[config.mk]
export PLATFORM = sky130hd
export DESIGN_NAME = mouse_axis_emu
export DESIGN_NICKNAME = d
export VERILOG_FILES = /design/src/rtl/mouse_axis_emu.sv
export SDC_FILE = /design/constraint.sdc
export NUM_CORES = 1
export LEC_CHECK = 0
export CELL_PAD_IN_SITES_DETAIL_PLACEMENT = 1
export CELL_PAD_IN_SITES_GLOBAL_PLACEMENT = 2
export CORE_MARGIN = 8
export CORE_UTILIZATION = 30
export CTS_BUF_LIST = sky130_fd_sc_hd__clkbuf_8
export DETAILED_ROUTE_END_ITERATION = 16
export PLACE_DENSITY = 0.82
export SYNTH_ARGS = -nofsm -noshare
export SYNTH_HDL_FRONTEND = slang
export SYNTH_SLANG_ARGS = --single-unit
[constraint.sdc]
create_clock -name i_clk_sys -period 3.31 [get_ports i_clk_sys]
set_clock_uncertainty 0.05 [all_clocks]
set_input_delay 0.662 -clock i_clk_sys [delete_from_list [all_inputs] [get_ports i_clk_sys]]
set_output_delay 0.662 -clock i_clk_sys [all_outputs]
set_load 0.05 [all_outputs]
[src/rtl/mouse_axis_emu.sv]
// Mouse-to-analog-axis emulator: PS/2 packets accumulate into saturating
// signed X/Y positions that stand in for player 1's analog stick.
//
// Ports:
//   i_clk_sys      single clock; synchronous active-low reset i_reset_n
//   i_ps2_mouse    hps_io mouse word ([24] toggle strobe, [23:16] Y,
//                  [15:8] X, [5] Y sign, [4] X sign, [1:0] buttons)
//   i_invert       bit0 negates X steps, bit1 negates Y steps
//   i_sens_shift   arithmetic right shift (0..3) of raw deltas
//   i_recenter_en  enables decay of the axes toward zero
//   i_release      level; while high the block is forced inactive
//   o_axis_x/y     signed axis positions (AXIS_W bits)
//   o_emu_active   axes are currently driven by the mouse
//   o_mbuttons     latched mouse buttons, 0 while inactive
module mouse_axis_emu #(
  parameter int AXIS_W    = 8,
  parameter int DELTA_MAX = 10,
  parameter int DECAY_DIV = 65536
) (
  input  logic              i_clk_sys,
  input  logic              i_reset_n,
  input  logic [24:0]       i_ps2_mouse,
  input  logic [1:0]        i_invert,
  input  logic [1:0]        i_sens_shift,
  input  logic              i_recenter_en,
  input  logic              i_release,
  output logic [AXIS_W-1:0] o_axis_x,
  output logic [AXIS_W-1:0] o_axis_y,
  output logic              o_emu_active,
  output logic [1:0]        o_mbuttons
);

  localparam int SW = AXIS_W + 2;
  localparam int CW = $clog2(DECAY_DIV);
  localparam logic [CW-1:0] LOAD = CW'(DECAY_DIV - 1);
  localparam logic signed [SW-1:0] MAXV =
    SW'((1 << (AXIS_W - 1)) - 1);
  localparam logic signed [SW-1:0] MINV = -MAXV - 1;
  localparam logic signed [15:0] DMAX = 16'(DELTA_MAX);

  typedef enum logic {
    S_INACTIVE = 1'b0,
    S_ACTIVE   = 1'b1
  } state_t;

  state_t r_state;
  state_t w_state_nxt;

  logic              r_prev_stb;
  logic              r_pkt_v;
  logic [AXIS_W-1:0] r_dx;
  logic [AXIS_W-1:0] r_dy;
  logic [1:0]        r_btn;
  logic [AXIS_W-1:0] r_axis_x;
  logic [AXIS_W-1:0] r_axis_y;
  logic [1:0]        r_mbtn;
  logic [CW-1:0]     r_cnt;

  logic              w_pkt;
  logic              w_accept;
  logic              w_tick;
  logic              w_reload;
  logic [AXIS_W-1:0] w_dx;
  logic [AXIS_W-1:0] w_dy;
  logic              w_unused;

  // Shift, clamp to +-DELTA_MAX, then optionally negate.
  function automatic logic [AXIS_W-1:0] f_step(
    input logic       s,
    input logic [7:0] d,
    input logic       inv,
    input logic [1:0] sh
  );
    logic signed [15:0] v;
    v = {{7{s}}, s, d};
    v = v >>> sh;
    if (v > DMAX)
      v = DMAX;
    else if (v < -DMAX)
      v = -DMAX;
    if (inv)
      v = -v;
    return v[AXIS_W-1:0];
  endfunction

  // Two guard bits keep the sum exact before saturation.
  function automatic logic [AXIS_W-1:0] f_sat_add(
    input logic [AXIS_W-1:0] a,
    input logic [AXIS_W-1:0] b
  );
    logic signed [SW-1:0] s;
    s = {{2{a[AXIS_W-1]}}, a} + {{2{b[AXIS_W-1]}}, b};
    if (s > MAXV)
      s = MAXV;
    else if (s < MINV)
      s = MINV;
    return s[AXIS_W-1:0];
  endfunction

  function automatic logic [AXIS_W-1:0] f_decay(
    input logic [AXIS_W-1:0] a
  );
    logic [AXIS_W-1:0] r;
    r = a;
    if (a != '0) begin
      if (a[AXIS_W-1])
        r = a + 1'b1;
      else
        r = a - 1'b1;
    end
    return r;
  endfunction

  assign w_pkt    = i_ps2_mouse[24] ^ r_prev_stb;
  assign w_accept = w_pkt & ~i_release;
  assign w_tick   = (r_state == S_ACTIVE) & i_recenter_en
                  & (r_cnt == '0);
  assign w_reload = i_release | r_pkt_v | ~i_recenter_en
                  | (r_state != S_ACTIVE) | w_tick;

  assign w_dx = f_step(i_ps2_mouse[4], i_ps2_mouse[15:8],
                       i_invert[0], i_sens_shift);
  assign w_dy = f_step(i_ps2_mouse[5], i_ps2_mouse[23:16],
                       i_invert[1], i_sens_shift);

  assign w_unused = ^{i_ps2_mouse[7:6], i_ps2_mouse[3:2]};

  always_comb begin
    w_state_nxt = r_state;
    if (i_release)
      w_state_nxt = S_INACTIVE;
    else if (r_pkt_v)
      w_state_nxt = S_ACTIVE;
  end

  always_ff @(posedge i_clk_sys) begin
    if (!i_reset_n)
      r_state <= S_INACTIVE;
    else
      r_state <= w_state_nxt;
  end

  always_ff @(posedge i_clk_sys) begin
    if (!i_reset_n) begin
      // Ignore a strobe that already toggled before reset ended.
      r_prev_stb <= i_ps2_mouse[24];
      r_pkt_v    <= 1'b0;
      r_dx       <= '0;
      r_dy       <= '0;
      r_btn      <= '0;
      r_axis_x   <= '0;
      r_axis_y   <= '0;
      r_mbtn     <= '0;
      r_cnt      <= LOAD;
    end else begin
      r_prev_stb <= i_ps2_mouse[24];
      r_pkt_v    <= w_accept;
      if (w_accept) begin
        r_dx  <= w_dx;
        r_dy  <= w_dy;
        r_btn <= i_ps2_mouse[1:0];
      end
      if (i_release) begin
        r_axis_x <= '0;
        r_axis_y <= '0;
        r_mbtn   <= '0;
      end else if (r_pkt_v) begin
        r_axis_x <= f_sat_add(r_axis_x, r_dx);
        r_axis_y <= f_sat_add(r_axis_y, r_dy);
        r_mbtn   <= r_btn;
      end else if (w_tick) begin
        r_axis_x <= f_decay(r_axis_x);
        r_axis_y <= f_decay(r_axis_y);
      end
      if (w_reload)
        r_cnt <= LOAD;
      else
        r_cnt <= r_cnt - 1'b1;
    end
  end

  assign o_axis_x     = r_axis_x;
  assign o_axis_y     = r_axis_y;
  assign o_emu_active = (r_state == S_ACTIVE);
  assign o_mbuttons   = r_mbtn;

endmodule
# After elaboration in Yosys (flattened, before gate mapping)
# Cells that the tools add are included.
[op_classes] shifts=2 n_addsub=9 n_reduce_logical=10 muxes=18 bitwise=12 n_lt_le_gt_ge=8
[ops] op="$mux W8" n=18
[ops] op="$gt A16 B5 Y1 const B" n=2
[ops] op="$lt A16 B5 Y1 const B" n=2
[ops] op="$sshr A9 B2 Y16" n=2
[ops] op="$add A8 B8 Y9" n=2
[ops] op="$gt A9 B8 Y1 const B" n=2
[ops] op="$lt A9 B8 Y1 const B" n=2
[ops] op="$add A8 B1 Y8 const B" n=2
[ops] op="$logic_not A16 Y1" n=1
[ops] op="$neg A8 Y8" n=2
[ops] op="$reduce_bool A8 Y1" n=2
[ops] op="$sub A16 B1 Y16 const B" n=1
[ops] op="$sub A8 B1 Y8 const B" n=2
[ops] op="$reduce_bool A2 Y1" n=3
[ops] op="$not A1 Y1" n=4
[ops] op="$or A1 B1 Y1" n=4
[ops] op="$reduce_and A2 Y1" n=2
[ops] op="$reduce_or A2 Y1" n=2
[ops] op="$and A1 B1 Y1" n=3
[ops] op="$xor A1 B1 Y1" n=1
[totals] wordCells=69 register_bits=55 in_bits=33

# Logic depth before layout (Yosys ltp)
# Gate-level depths: netlist of run 1.
[depth] word_depth=6 ltp_mapped=13 mapped_depth_nobuf=10

# Worst setup path before layout of run 1
# No wires, ideal clock.
[synth_path] path_kind="register -> register" startpoint="register r_axis_y[0] (netlist: o_axis_y[0])" endpoint="register r_axis_y[3] (netlist: o_axis_y[3])" stages_incl_launch_ff=10 setup_slack_ns=0.304 setup_ns=0.119 t_arrival_ns=2.838 path_cell_list="dfxtp_1 -> ha_1 -> fa_1 -> a211oi_1 -> o21bai_1 -> or4_1 -> a311oi_1 -> nand2b_1 -> o32ai_1 -> o221a_1"
[synth_via] elab_chain_cells=5
[synth_lines] element="from (decl)" line="55" rtl="logic [AXIS_W-1:0] r_axis_y;"
[synth_lines] element="from (signal assigned)" line="169" rtl="r_axis_y <= f_sat_add(r_axis_y, r_dy);"
[synth_lines] element="from (signal assigned)" line="173" rtl="r_axis_y <= f_decay(r_axis_y);"
[synth_lines] element="$add A8 B8 Y9, or another cell as far along" line="92" rtl="s = {{2{a[AXIS_W-1]}}, a} + {{2{b[AXIS_W-1]}}, b};"
[synth_lines] element="$lt A9 B8 Y1 / $mux W8 (equally long branches)" line="95, 106"
[synth_lines] element="$mux W8, on equally long branches" line="95, 105"
[synth_lines] element="$mux W8, on equally long branches" line="93, 171"
[synth_lines] element="$mux W8" line="167" rtl="end else if (r_pkt_v) begin"
# Several ways; a longest one is shown, not always the timed one. The select of a mux whose other input is x is not followed.
# A chain may end at the register's enable or synchronous reset.

# Worst setup path after layout of run 1
[layout_path] startpoint="input port i_sens_shift[1]" endpoint="register r_dx[6]"
[layout_via] elab_chain_cells=6
[layout_lines] element="from (decl)" line="24" rtl="input logic [1:0] i_sens_shift,"
[layout_lines] element="$sshr A9 B2 Y16 *" line="76" rtl="v = v >>> sh;"
[layout_lines] element="$lt A16 B5 Y1" line="79" rtl="else if (v < -DMAX)"
[layout_lines] element="$mux W8" line="79"
[layout_lines] element="$mux W8 *" line="77" rtl="if (v > DMAX)"
[layout_lines] element="$neg A8 Y8" line="82" rtl="v = -v;"
[layout_lines] element="$mux W8 *" line="81" rtl="if (inv)"
[layout_lines] element="to (signal assigned)" line="159" rtl="r_dx <= w_dx;"
[layout_lines] element="to (decl)" line="51" rtl="logic [AXIS_W-1:0] r_dx;"
# Every way passes the cells marked *; elsewhere a longest branch is shown, timed or not.

==> qor.yml, run 1 <==
hold_path_depth: 1
grt_pass1_wl_um: 21100
synth_async_sr_flop_share: 0
drt-vias-per-instance: 5.33
reg2reg_slack_ns: 0.34
final-setup-viol-count: 0
ctsRootBufferMaster: "sky130_fd_sc_hd__clkbuf_8"
fmaxAchievable_mhz: 325
cpLargestDelayFamily: "buffers and inverters"
hp_class: "flop to flop"
crit_arrival_ns: 3.25
drv_cap: 0
die_w_um: 138
die_area_um2: 18900
place.gp.congestion: 0.848
syn_nets: 610
antenna_found_initial: 0
fin_nets: 673
timing.final.crit_share: 0.931
crit_start: "i_sens_shift[1]"
ant_nets: 0
clk_path_buf_depth: 2
area_growth_pct: 21.3
initial_core_util: 0.306
crit_path_max_fanout: 8
grt_setup_unrepaired: "no"
crit_path_max_incr_delay_ns: 0.60
power_uw: 1590
cts_made_buffers: 5
dieHeight_um: 138
sort_of_element_at_the_end_of_the_critical_path: "flop"
cts_num_sinks: 55
clk_pin_slew_ns: 0.11
num_antenna_cells: 0
clock_tree.htree_level_count: 2
tightestPinTransition_ns: 0.657
ys_dominant_reg_cell: "sky130_fd_sc_hd__dfxtp_1"
num-fill-cells: 1764
synth-edff-count: 0
cp.buffers_inverters: 2
post_synth_instance_area_um2: 4440
grt_util_all_layers: 0.136
final-hold-violation-count: 0
drt-wirelength-per-cell_um: 16.2
drt_first_iter_violations: 137
dpl.hpwl_um: 10500
port_buffers: 47
power.density_nw_per_um2: 295
worst_ir_drop_vdd_mv: 0.129
drc_errors: 0
global_route.overflow_total: 0
core_region_area_um2: 14500
num_vias: 4203
p_leak_uw: 0.00217
cp.depth: 12
final-seq-area_um2: 1100
time_the_final_worst_path_needs_with_i_o_delays_and_setup_ns: 3.08
startpoint_type: "input pin"
routed_wirelength_um: 12700
grt_pass1_vias: 4467
r2r_end: "o_axis_y[2]"
slew_headroom: 0.558
i_o_pins: 52
clock_tree_from_tritoncts: "done"
number_of_detailed_route_iterations_in_the_first_pass: 4
synth.avg_cell_area_um2: 8.22
r2r.worst_path.cells: 9
synth_seq_area_share: 0.248
crit_path_cell_trace: "clkdlybuf4s50_1 -> buf_4 -> mux2_2 -> mux2i_1 -> nand2b_1 -> a21oi_1 -> o21ai_1 -> and2_1 -> ha_1 -> a31oi_1 -> or2_1 -> o211a_1"
multi_input_comb_area_um2: 3160
slowest_stage: "sky130_fd_sc_hd__clkdlybuf4s50_1"
timing.critical_path.to: "r_dx[6]"
synthCells: 540
cts-hold-fix-buffers: 0
clock_insertion_delay_worst_skew_ns: 0.31
ys_warn_count: 0
synth-seq-cells: 55
synth_cell_types: 69
path_class: "input pin to flop"
cts_setup_buffers: 0
result_of_the_run: "complete, no violations"
worstReg2RegStart: "o_axis_y[0]"
timing_max_transition_violations_final: 0
std_cell_rows: 44
critPathRequiredTime_ns: 3.48
hold-worst-slack_ns: 0.414
grt_max_degree: 37
drive_above_1_share: 0.106
==> registers in the layout, summed over array words and instances, names as in the netlist <==
signal,flops
r_cnt,16
o_axis_x,8
o_axis_y,8
r_dx,8
r_dy,8
o_mbuttons,2
r_btn,2
o_emu_active,1
r_pkt_v,1
r_prev_stb,1
==> worst reg2reg max path: stages (launching register included) <==
cell,delay [ns]
sky130_fd_sc_hd__dfxtp_1,0.33
sky130_fd_sc_hd__ha_1,0.24
sky130_fd_sc_hd__fa_1,0.44
sky130_fd_sc_hd__a211oi_1,0.26
sky130_fd_sc_hd__o21bai_1,0.16
sky130_fd_sc_hd__or4_1,0.51
sky130_fd_sc_hd__a311oi_2,0.37
sky130_fd_sc_hd__nor2b_1,0.14
sky130_fd_sc_hd__a221oi_1,0.27
sky130_fd_sc_hd__nor3_1,0.11
==> metrics by stage <==
step                      setup WS (ns)  setup TNS (ns)  area, µm²  std cells   util
after floorplan                   0.304               0       4440        540      -
after global placement          0.00143               0       5270        780  0.364
after detailed placement         -0.132          -0.288       5270        780  0.364
after CTS                         0.217               0       5380        788  0.371
after global routing             0.0308               0       5380        788  0.372
final                             0.229               0       5380        788  0.372
==> report_power, final <==
| part | switching [µW] | internal (µW) | leakage, µW | total (µW) |
|---|---|---|---|---|
| clock network | 228 | 191 | 0.0000505 | 419 |
| logic | 252 | 208 | 0.00167 | 460 |
| registers | 21.7 | 686 | 0.000448 | 708 |
| total | 502 | 1080 | 0.00217 | 1590 |
==> layout by cell type, fill, tap and decap left out, types with 3 or more instances in the layout <==
cell type,instances
sky130_fd_sc_hd__dfxtp_1,55
sky130_fd_sc_hd__nand2b_1,10
sky130_fd_sc_hd__fa_1,4
sky130_fd_sc_hd__and3_1,3
sky130_fd_sc_hd__mux2_2,8
sky130_fd_sc_hd__o21a_1,5
sky130_fd_sc_hd__a21o_1,14
sky130_fd_sc_hd__o21ai_0,28
sky130_fd_sc_hd__o21bai_1,9
sky130_fd_sc_hd__ha_1,33
sky130_fd_sc_hd__o22ai_1,8
sky130_fd_sc_hd__mux4_2,6
sky130_fd_sc_hd__a31oi_1,7
sky130_fd_sc_hd__nor2_1,46
sky130_fd_sc_hd__nand3_1,6
sky130_fd_sc_hd__a211oi_1,12
sky130_fd_sc_hd__nor3_1,14
sky130_fd_sc_hd__nand2_1,45
sky130_fd_sc_hd__nor4_1,5
sky130_fd_sc_hd__buf_4,31
sky130_fd_sc_hd__and2_1,3
sky130_fd_sc_hd__a21oi_1,50
sky130_fd_sc_hd__o21ai_1,7
sky130_fd_sc_hd__clkbuf_8,7
sky130_fd_sc_hd__inv_1,19
sky130_fd_sc_hd__nor2b_1,13
sky130_fd_sc_hd__clkdlybuf4s50_1,47
sky130_fd_sc_hd__o31ai_1,7
sky130_fd_sc_hd__o311a_1,3
sky130_fd_sc_hd__xor2_1,14
sky130_fd_sc_hd__mux2i_1,14
sky130_fd_sc_hd__nand4_1,4
sky130_fd_sc_hd__xnor2_1,22
==> cells in the mapped netlist, types with 7 or more instances <==
| master | instances | area [µm²] |
|---|---|---|
| sky130_fd_sc_hd__buf_2 | 7 | 35.0 |
| sky130_fd_sc_hd__nand2_1 | 45 | 169 |
| sky130_fd_sc_hd__xnor2_1 | 22 | 193 |
| sky130_fd_sc_hd__nor2_1 | 46 | 173 |
| sky130_fd_sc_hd__clkbuf_1 | 12 | 45.0 |
| sky130_fd_sc_hd__o31ai_1 | 7 | 52.6 |
| sky130_fd_sc_hd__dfxtp_1 | 55 | 1100 |
| sky130_fd_sc_hd__nor3_1 | 14 | 70.1 |
| sky130_fd_sc_hd__o21ai_0 | 28 | 140 |
| sky130_fd_sc_hd__a31oi_1 | 7 | 43.8 |
| sky130_fd_sc_hd__o22ai_1 | 8 | 50.1 |
| sky130_fd_sc_hd__nand2b_1 | 10 | 62.6 |
| sky130_fd_sc_hd__mux2_2 | 8 | 90.1 |
| sky130_fd_sc_hd__a21o_1 | 14 | 105 |
| sky130_fd_sc_hd__ha_1 | 33 | 413 |
| sky130_fd_sc_hd__o21bai_1 | 9 | 67.6 |
| sky130_fd_sc_hd__o21ai_1 | 7 | 35.0 |
| sky130_fd_sc_hd__a21oi_1 | 50 | 250 |
| sky130_fd_sc_hd__nor2b_1 | 13 | 81.3 |
| sky130_fd_sc_hd__a211oi_1 | 12 | 90.1 |
| sky130_fd_sc_hd__mux2i_1 | 14 | 140 |
| sky130_fd_sc_hd__xor2_1 | 14 | 123 |
| sky130_fd_sc_hd__inv_1 | 19 | 71.3 |
==> area by class of cell <==
type / count / share of cell area
clock buffer: 7 / 0.0179
timing repair buffer: 78 / 0.131
multi-input combinational: 442 / 0.588
inverter: 21 / 0.0146
clock inverter: 1 / 0.00140
tap: 184 / 0.0428
sequential: 55 / 0.205
==> routing by layer <==
layer | vias to the layer above | part of all wire | global-route usage
li1 | 2110 | - | -
met2 | 47 | 0.50 | 0.250
met4 | 0 | 0.0098 | 0.0332
met1 | 2039 | 0.46 | 0.160
met5 | - | 0 | 0
met3 | 7 | 0.026 | 0.0222
==> logic make-up (layout without fill, tap and decap cells) <==
family          after synthesis  count (layout)  synth area share
buf+inv                      43             107            0.0400
simple gates                165             165             0.184
mux                          28              28            0.0823
fa+ha+maj                    37              37             0.111
compound gates              176             176             0.263
flops                        55              55             0.248
xor+xnor                     36              36            0.0711
==> repair_timing <==
| action | CTS | global route |
|---|---|---|
| resized for setup | 0 | 1 |
| endpoints found under the hold margin | 0 | 0 |
| setup endpoints to repair | 0 | 1 |
==> worst min path at each step <==
stage,start,to,slack (ns)
floorplan,r_cnt[0],r_cnt[0],0.36
global placement,r_cnt[0],r_cnt[0],0.38
detailed placement,r_cnt[0],r_cnt[0],0.39
CTS,r_cnt[0],r_cnt[0],0.42
global route,r_cnt[0],r_cnt[0],0.44
finish,r_cnt[0],r_cnt[0],0.41
No activity file was read; power rests on OpenSTA's default activity.
==> run 2: changes to the inputs <==
CAP_MARGIN = 20   (was not set)
==> results of run 2 <==
Same layout as run 1: the final DEF is identical, and so are final timing and power.
==> run 3: changes to the inputs <==
PLACE_DENSITY = not set   (was 0.82)
PLACE_DENSITY_LB_ADDON = 0.3   (was not set)
==> run 3 against run 2 <==
Utilization increased by 0.32 points. Worst setup slack improved by 0.036 ns. Flip-flop and latch count unchanged. Final cell count increased by 0.76%. Cell area increased by 0.86%.
==> qor.yml, run 3 (synthesis results as in run 1) <==
crit_arrival_ns: 3.24
r2r.worst_path.cells: 9
number_of_detailed_route_iterations_in_the_first_pass: 4
core_region_area_um2: 14500
power.clock.fraction: 0.267
port_buffers: 47
place.gp.congestion: 0.832
clock_tree_from_tritoncts: "done"
power_switching_share: 0.340
routed_wirelength_um: 12900
grt_max_degree: 37
design_area_um2: 5430
crit_path_max_fanout: 6
final_cells: 794
timing.critical_path.to: "r_dy[1]"
cts_setup_buffers: 0
result_of_the_run: "complete, no violations"
final-hold-violation-count: 0
grt_util_all_layers: 0.142
drt_first_iter_violations: 239
time_the_final_worst_path_needs_with_i_o_delays_and_setup_ns: 3.04
grt_pass1_vias: 4526
layout.cells.most_common: "sky130_fd_sc_hd__dfxtp_1"
clk_path_buf_depth: 2
die_w_um: 138
hp_class: "flop to flop"
clock_insertion_delay_worst_skew_ns: 0.34
hold_path_depth: 1
cell_internal_pwr_uw: 1060
crit_start: "i_sens_shift[0]"
drive_above_1_share: 0.115
cts_repair_resize_count: 0
critPathRequiredTime_ns: 3.51
worst_ir_drop_vdd_mv: 0.140
clk_pin_slew_ns: 0.11
power.density_nw_per_um2: 296
placed_area_um2: 5330
num-fill-cells: 1738
drt-vias-per-instance: 5.32
dieHeight_um: 138
initial_core_util: 0.306
grt_setup_unrepaired: "no"
pwr-share-seq: 0.442
drc_errors: 0
reg2reg_slack_ns: 0.33
die_area_um2: 18900
pwr-share-comb: 0.291
area_growth_pct: 22.3
drv_cap: 0
p_leak_uw: 0.00220
num_antenna_cells: 0
setup_tns_ns: 0
ctsRootBufferMaster: "sky130_fd_sc_hd__clkbuf_8"
dpl.cell_count: 786
ant_nets: 0
final-setup-viol-count: 0
final_cell_mix: "sky130_fd_sc_hd__dfxtp_1 (55), sky130_fd_sc_hd__a21oi_1 (50), sky130_fd_sc_hd__clkdlybuf4s50_1 (47)"
path_class: "input pin to flop"
slew_headroom: 0.616
timing_max_transition_violations_final: 0
i_o_pins: 52
fmaxAchievable_mhz: 328
max_flop_register: "r_cnt"
std_cell_rows: 44
cts_num_sinks: 55
global_route.overflow_total: 0
cts-hold-fix-buffers: 0
drt-wirelength-per-cell_um: 16.3
fin_nets: 679
worstReg2RegStart: "o_axis_y[0]"
p_switching_uw: 546
timing.final.crit_share: 0.920
antenna_found_initial: 0
grt_pass1_wl_um: 21800
sort_of_element_at_the_end_of_the_critical_path: "flop"
clock_tree.htree_level_count: 2
tightestPinTransition_ns: 0.571
largest_register_ff_count: 16
cts_made_buffers: 5
r2r_end: "o_axis_y[2]"
startpoint_type: "input pin"
dpl.hpwl_um: 10500
num_vias: 4222
## run 3: cell types whose count changed in the layout (fill, tap and decap cells not counted), sizes merged
cell    change
inv         +2
buf         +6
clkbuf      -2
## run 3: critical path: stages
cell,delay [ns]
sky130_fd_sc_hd__clkdlybuf4s50_1,0.45
sky130_fd_sc_hd__buf_4,0.16
sky130_fd_sc_hd__mux4_2,0.57
sky130_fd_sc_hd__o21ai_0,0.15
sky130_fd_sc_hd__nor4b_1,0.29
sky130_fd_sc_hd__o21ai_1,0.17
sky130_fd_sc_hd__ha_1,0.31
sky130_fd_sc_hd__mux2_2,0.27
sky130_fd_sc_hd__mux2i_1,0.14
sky130_fd_sc_hd__nor2b_1,0.06
## run 3: worst min-delay path by stage
stage,start,to,slack (ns)
2_1_floorplan,r_cnt[0],r_cnt[0],0.36
3_3_place_gp,r_cnt[0],r_cnt[0],0.39
3_5_place_dp,r_cnt[0],r_cnt[0],0.39
4_1_cts,r_cnt[0],r_cnt[0],0.42
5_1_grt,r_cnt[0],r_cnt[0],0.46
6_report,r_cnt[0],r_cnt[0],0.41
## run 3: power by group through the flow
stage	Combinational, µW	Clock, µW	Sequential (µW)
3_5_place_dp	470	0	724
2_1_floorplan	287	0	736
5_1_grt	518	472	712
3_3_place_gp	457	0	724
4_1_cts	473	452	709
6_report	468	428	709
## run 3: metal layers
layer / GRT usage / routed length, µm
met4: 0.0537 / 248
met2: 0.257 / 6620
met5: 0 / 0
met1: 0.167 / 5790
met3: 0.0164 / 269
## run 3: stage by stage
step | setup slack, ns | hold slack [ns] | util | power (µW)
floorplan | 0.304 | 0.356 | - | 1020
global placement | -0.0353 | 0.388 | 0.368 | 1180
detailed placement | -0.121 | 0.390 | 0.368 | 1190
CTS | 0.266 | 0.418 | 0.375 | 1630
global route | 0.0445 | 0.460 | 0.375 | 1700
finish | 0.266 | 0.413 | 0.375 | 1600
## run 3: area by class of cell
class | instances | area, µm² | area share
inverters | 21 | 78.8 | 0.0145
clock inverters | 3 | 27.5 | 0.00507
flip-flops and latches | 55 | 1100 | 0.203
clock buffers | 5 | 68.8 | 0.0127
multi-input cells | 442 | 3160 | 0.582
well taps | 184 | 230 | 0.0424
repair buffers | 84 | 761 | 0.140
